## config.mk

```make
export PLATFORM = sky130hd
export DESIGN_NAME = chroni_line_scheduler
export DESIGN_NICKNAME = d
export VERILOG_FILES = /design/src/rtl/chroni_line_scheduler.sv
export SDC_FILE = /design/constraint.sdc
export NUM_CORES = 1
export LEC_CHECK = 0
export CAP_MARGIN = 20
export CORE_MARGIN = 5
export CORE_UTILIZATION = 45
export CTS_BUF_LIST = sky130_fd_sc_hd__clkbuf_8
export DETAILED_ROUTE_END_ITERATION = 10
export GPL_TIMING_DRIVEN = 0
export PLACE_DENSITY = 0.69
export SYNTH_ARGS = -nofsm -noshare
export SYNTH_HDL_FRONTEND = slang
export SYNTH_SLANG_ARGS = --single-unit
```

## constraint.sdc

```tcl
create_clock -name sys_clk -period 4.6 [get_ports sys_clk]
set_input_delay 1.38 -clock sys_clk [delete_from_list [all_inputs] [get_ports sys_clk]]
set_output_delay 1.38 -clock sys_clk [all_outputs]
set_load 0.1 [all_outputs]
```

## src/rtl/chroni_line_scheduler.sv

```systemverilog
// chroni_line_scheduler: fetches source lines from VRAM into a two-half line
// buffer, one line ahead of the VGA scanout, refilling a half each time the
// display side finishes repeating a source line.
module chroni_line_scheduler #(
  parameter int LINE_WIDTH = 640,
  parameter int LINE_COUNT = 480,
  parameter int ADDR_W     = 19
) (
  input  logic              sys_clk,
  input  logic              reset,
  input  logic              frame_start,
  input  logic              render_start,
  input  logic              scanline_start,
  input  logic              mode_changed,
  input  logic              pixel_scale,
  output logic              vram_req,
  output logic [ADDR_W-1:0] vram_addr,
  input  logic              vram_ack,
  input  logic [7:0]        vram_data,
  output logic              lb_we,
  output logic [10:0]       lb_addr,
  output logic [7:0]        lb_data,
  output logic              busy,
  output logic              overrun,
  output logic              display_buffer
);

  localparam logic [2:0] S_IDLE  = 3'd0;
  localparam logic [2:0] S_ARMED = 3'd1;
  localparam logic [2:0] S_FILL  = 3'd2;
  localparam logic [2:0] S_WAIT  = 3'd3;
  localparam logic [2:0] S_DONE  = 3'd4;

  localparam int              LF_W       = $clog2(LINE_COUNT + 1);
  localparam logic [LF_W-1:0] LF_FULL    = LF_W'(LINE_COUNT);
  localparam logic [1:0]      PEND_INIT  = (LINE_COUNT >= 2) ? 2'd2 : 2'(LINE_COUNT);
  localparam logic [10:0]     HALF1_BASE = 11'(LINE_WIDTH);
  localparam logic [10:0]     X_LAST     = 11'(LINE_WIDTH - 1);
  localparam logic [ADDR_W-1:0] LINE_STEP = ADDR_W'(LINE_WIDTH);

  logic [2:0]        state_q, state_d;
  logic [ADDR_W-1:0] line_base_q, line_base_d;
  logic [LF_W-1:0]   lines_fetched_q, lines_fetched_d;
  logic [1:0]        pending_q, pending_d;
  logic [1:0]        scan_q, scan_d;
  logic              rep4_q, rep4_d;
  logic              fill_half_q, fill_half_d;
  logic              disp_q, disp_d;
  logic              overrun_q, overrun_d;
  logic [10:0]       x_q, x_d;
  logic              req_q, req_d;
  logic              we_q, we_d;
  logic [10:0]       lb_addr_q, lb_addr_d;
  logic [7:0]        lb_data_q, lb_data_d;

  logic abort;
  logic accept;
  logic counting;
  logic trig;
  logic pend_inc;
  logic fill_done;

  assign abort    = mode_changed | frame_start;
  assign accept   = req_q & vram_ack & ~abort;
  assign counting = (state_q == S_FILL) || (state_q == S_WAIT) || (state_q == S_DONE);

  assign vram_req       = req_q;
  assign vram_addr      = line_base_q + ADDR_W'(x_q);
  assign lb_we          = we_q;
  assign lb_addr        = lb_addr_q;
  assign lb_data        = lb_data_q;
  assign busy           = (state_q == S_FILL);
  assign overrun        = overrun_q;
  assign display_buffer = disp_q;

  // Next-state logic: abort events first, then render arm, scanline triggers and fill progress.
  always_comb begin
    state_d         = state_q;
    line_base_d     = line_base_q;
    lines_fetched_d = lines_fetched_q;
    pending_d       = pending_q;
    scan_d          = scan_q;
    rep4_d          = rep4_q;
    fill_half_d     = fill_half_q;
    disp_d          = disp_q;
    overrun_d       = overrun_q;
    x_d             = x_q;
    req_d           = req_q;
    we_d            = 1'b0;
    lb_addr_d       = lb_addr_q;
    lb_data_d       = lb_data_q;
    trig            = 1'b0;
    pend_inc        = 1'b0;
    fill_done       = 1'b0;

    if (mode_changed) begin
      state_d   = S_IDLE;
      pending_d = 2'd0;
      req_d     = 1'b0;
      x_d       = 11'd0;
    end else if (frame_start) begin
      state_d         = S_ARMED;
      line_base_d     = '0;
      lines_fetched_d = '0;
      pending_d       = 2'd0;
      scan_d          = 2'd0;
      fill_half_d     = 1'b0;
      disp_d          = 1'b0;
      overrun_d       = 1'b0;
      req_d           = 1'b0;
      x_d             = 11'd0;
    end else if (render_start && (state_q == S_ARMED)) begin
      rep4_d    = pixel_scale;
      pending_d = PEND_INIT;
      state_d   = S_FILL;
    end else begin
      // A wrap of the repeat counter means the VGA side has moved to the other half.
      if (scanline_start && counting) begin
        if (scan_q == (rep4_q ? 2'd3 : 2'd1)) begin
          scan_d = 2'd0;
          disp_d = ~disp_q;
          trig   = 1'b1;
        end else begin
          scan_d = scan_q + 2'd1;
        end
      end

      // Triggers beyond the frame's last line are ignored; a third queued fill is lost.
      if (trig) begin
        if (int'(lines_fetched_q) + int'(pending_q) >= LINE_COUNT) begin
          pend_inc = 1'b0;
        end else if (pending_q == 2'd2) begin
          overrun_d = 1'b1;
        end else begin
          pend_inc = 1'b1;
        end
      end

      if (accept) begin
        we_d      = 1'b1;
        lb_addr_d = (fill_half_q ? HALF1_BASE : 11'd0) + x_q;
        lb_data_d = vram_data;
        if (x_q == X_LAST) begin
          fill_done = 1'b1;
        end else begin
          x_d = x_q + 11'd1;
        end
      end

      pending_d = pending_q + {1'b0, pend_inc} - {1'b0, fill_done};

      // A completed line always drops the request for one cycle before the next fill.
      if (fill_done) begin
        req_d           = 1'b0;
        x_d             = 11'd0;
        line_base_d     = line_base_q + LINE_STEP;
        lines_fetched_d = lines_fetched_q + LF_W'(1);
        fill_half_d     = ~fill_half_q;
        if (pending_d != 2'd0) begin
          state_d = S_FILL;
        end else if (lines_fetched_d == LF_FULL) begin
          state_d = S_DONE;
        end else begin
          state_d = S_WAIT;
        end
      end else if ((state_q == S_FILL) && !req_q) begin
        req_d = 1'b1;
      end else if ((state_q == S_WAIT) && (pending_q != 2'd0)) begin
        state_d = S_FILL;
      end
    end
  end

  // State and output registers; everything clears under reset.
  always_ff @(posedge sys_clk or posedge reset) begin
    if (reset) begin
      state_q         <= S_IDLE;
      line_base_q     <= '0;
      lines_fetched_q <= '0;
      pending_q       <= 2'd0;
      scan_q          <= 2'd0;
      rep4_q          <= 1'b0;
      fill_half_q     <= 1'b0;
      disp_q          <= 1'b0;
      overrun_q       <= 1'b0;
      x_q             <= 11'd0;
      req_q           <= 1'b0;
      we_q            <= 1'b0;
      lb_addr_q       <= 11'd0;
      lb_data_q       <= 8'd0;
    end else begin
      state_q         <= state_d;
      line_base_q     <= line_base_d;
      lines_fetched_q <= lines_fetched_d;
      pending_q       <= pending_d;
      scan_q          <= scan_d;
      rep4_q          <= rep4_d;
      fill_half_q     <= fill_half_d;
      disp_q          <= disp_d;
      overrun_q       <= overrun_d;
      x_q             <= x_d;
      req_q           <= req_d;
      we_q            <= we_d;
      lb_addr_q       <= lb_addr_d;
      lb_data_q       <= lb_data_d;
    end
  end

endmodule

```

==> impl_metrics.py <==
metrics = {
    "status": {
        "status": "completed",
    },
    "worst_setup_path": {
        "reg2reg_slack_ns": 0.74,
        "cp_cell_sequence": "ha_1 -> a21oi_1 -> nor2b_1 -> o311a_1 -> nand2_1 -> xnor2_1 -> dlygate4sd2_1",
        "crit_required_ns": 3.22,
        "crit_path_max_fanout": 7,
        "startpoint_type": "register",
        "worstSetupPathType": "reg2out",
        "slowest_stage": "dlygate4sd2_1",
        "crit_start": "x_q[8]",
        "reg2reg_from": "x_q[8]",
        "rr_endpoint": "state_q[1]",
        "end_kind": "output pin",
        "critPathMaxStageDelay_ns": 0.87,
        "rr_worst_depth": 13,
        "worstPathArrival_ns": 3.05,
        "endpoint": "vram_addr[17]",
    },
    "clock_tree": {
        "cts.path.max_buffers": 2,
        "cts_sinks": 64,
        "holdBufCountCts": 0,
        "clk_pin_slew_worst_paths_ns": 0.08,
        "postCtsResizedCells": 8,
        "ctsRootBufferMaster": "clkbuf_8",
        "cts_max_level": 3,
        "cts_buffers": 9,
        "cts_tree": "done",
        "post-cts-setup-buffers": 0,
        "worst_skew_pair.late_latency_ns": 0.35,
    },
    "place": {
        "port_buffers": 57,
        "gp_congestion": 0.908,
        "dp.cells": 558,
        "dpl.hpwl_um": 6620,
        "postPlaceCellArea_mm2": 0.00445,
    },
    "route": {
        "ant_nets": 0,
        "viasPerCell": 5.57,
        "wl_per_cell_um": 16.1,
        "vias": 3194,
        "drt_iter0_drc": 166,
        "wl_um": 9250,
        "drc": 0,
        "drtPass1Iterations": 4,
    },
    "logic_synthesis": {
        "syn_nets": 427,
        "seq_area_frac_synth": 0.430,
        "syn_area_mm2": 0.00372,
        "synthTopCellsByCount": "dfrtp_1, nand2_1, nor2_1",
        "postSynth.topFlopCell": "dfrtp_1",
        "synth-seq-cells": 64,
        "synth_cell_type_count": 57,
        "synth_cells": 395,
        "synthTopCellsByArea": "dfrtp_1, mux2_2, xnor2_1, ha_1, nand2_1",
        "postSynth.asyncResetShare": 1.00,
        "ys_warn_count": 0,
        "synth.avg_cell_area_um2": 9.43,
        "synth_edf_count": 0,
        "synth_area_leader_cell": "dfrtp_1",
        "yosysMostFrequentCell": "dfrtp_1",
        "synth.top_cell.area_share": 0.430,
    },
    "finish": {
        "fin_cells": 573,
        "fin_area_mm2": 0.00469,
        "drive_gt1_frac": 0.0962,
        "antenna-diode-count": 0,
        "fin_util": 0.577,
        "syn2layout_area_growth_pct": 26.0,
        "layout.nets": 495,
    },
    "floorplanning": {
        "rows": 33,
        "fp.coreArea_mm2": 0.00813,
        "ios": 59,
        "dieArea_mm2": 0.0102,
        "fp.dieH_um": 101,
        "die_x_um": 101,
        "start_util": 0.458,
    },
    "sta": {
        "timing.final.crit_share": 0.963,
        "hold_viol_final": 0,
        "setup_violations": 0,
        "drv_slew": 0,
        "clock_skew_ns": 0.0112,
        "rsz0062_at_grt": "false",
        "worstMarginPinSlew_ns": 1.02,
        "relSlewSlack": 0.316,
        "fmax_mhz": 226,
        "layout_min_cycle_time_ns": 4.43,
    },
    "global_routing": {
        "grt_first_pass_wirelength_um": 15800,
        "grt_max_degree": 36,
        "antenna_found_initial": 0,
        "grt_pass1_vias": 3243,
        "grt.overflow.total": 0,
        "grt_usage": 0.194,
    },
    "job": {
        "max-cap-violations": 0,
    },
    "power_and_ir_drop": {
        "combPwrFrac": 0.087,
        "cellLeakagePower_nw": 2.07,
        "clockPowerShare": 0.472,
        "ir_drop_mv": 0.214,
        "internal-power_w": 0.000983,
        "p_sw_w": 0.000333,
        "switching_share": 0.253,
        "seqPwrFrac": 0.441,
        "p_per_area_mw_per_mm2": 280,
    },
    "worst_hold_path": {
        "hold_path_depth": 1,
        "min_from": "lb_addr[2]",
        "min_path_type": "reg2reg",
    },
}
## power by group through the flow
stage / Sequential (W) / Clock, W / Combinational, W
CTS: 0.000580 / 0.000628 / 0.000116
detailed placement: 0.000591 / 0 / 0.000115
global route: 0.000582 / 0.000651 / 0.000124
floorplan: 0.000627 / 0 / 0.0000379
finish: 0.000580 / 0.000622 / 0.000114
global placement: 0.000591 / 0 / 0.000112
## state kept, by name, summed over array words and instances, names as in the netlist
name	cells
display_buffer	1
line_base_q	12
rep4_q	1
lb_addr	11
lb_data	8
lb_we	1
lines_fetched_q	9
pending_q	2
fill_half_q	1
x_q	11
overrun	1
vram_req	1
scan_q	2
state_q	3
## critical path, delay by kind of cell, from the launching register on
kind	cells	cell delay, ns
flops	1	0.48
xor+xnor	1	0.11
buf+inv	1	0.87
fa+ha+maj	1	0.35
compound gates	2	0.66
simple gates	2	0.24
## layout by cell type (no fill, tap or decap), types with 3 or more instances in the layout
cell type / instances
o211ai_1: 4
nor4_1: 4
nand4_1: 5
clkbuf_1: 20
a211oi_1: 4
xor2_1: 6
nor2_1: 34
a21oi_1: 14
bufinv_16: 3
dfrtp_1: 64
o21a_1: 4
clkdlybuf4s50_1: 49
nor4b_1: 3
inv_1: 3
and3_1: 5
clkbuf_8: 10
xnor2_1: 24
and4_1: 3
o31ai_1: 5
ha_1: 15
nand2b_1: 4
dlygate4sd2_1: 6
mux2_2: 19
mux2i_1: 5
o21ai_0: 19
a31oi_1: 5
nand2_1: 48
nand3_1: 17
and2_1: 3
or4_1: 4
nor3_1: 14
## metrics by stage
stage	hold WS (ns)	power (W)	TNS (ns)	setup slack, ns
after detailed placement	0.493	0.000706	-1.09	-0.497
final	0.510	0.00132	0	0.170
after CTS	0.511	0.00132	0	0.0402
after global routing	0.526	0.00136	0	0.0116
after global placement	0.486	0.000703	-1.12	-0.511
after floorplan	0.479	0.000665	0	0.306
## cells by family (layout without fill, tap and decap cells)
group                    Yosys count  count (layout)  synth area share
buffers and inverters             32             105            0.0349
XOR/XNOR                          30              30            0.0705
AND/OR/NAND/NOR                  159             159             0.217
multiplexers                      24              24            0.0709
AO/OA/AOI/OAI                     70              70             0.121
flip-flops                        64              64             0.430
adder cells (fa/ha/maj)           16              16            0.0558
## metal layers
metal / GRT usage / wire length, um / vias to the layer above
li1: - / - / 1551
met1: 0.256 / 4230 / 1540
met2: 0.306 / 4370 / 90
met3: 0.0457 / 522 / 13
met4: 0.0818 / 139 / 0
met5: 0 / 0 / -
## layout make-up
class	count	area, um2
buffer	26	109
clock inverter	6	115
multi-input combinational	299	1990
fill	705	3440
sequential	64	1600
timing repair buffer	58	586
tap	105	131
inverter	5	18.8
clock buffer	10	138
## how the worst min path moves through the flow
stage                       to  slack, ns
6_report            lb_addr[2]       0.51
4_1_cts                overrun       0.51
3_5_place_dp           overrun       0.49
2_1_floorplan  line_base_q[17]       0.48
3_3_place_gp           overrun       0.49
5_1_grt                overrun       0.53
No activity file was read; power rests on OpenSTA's default activity.
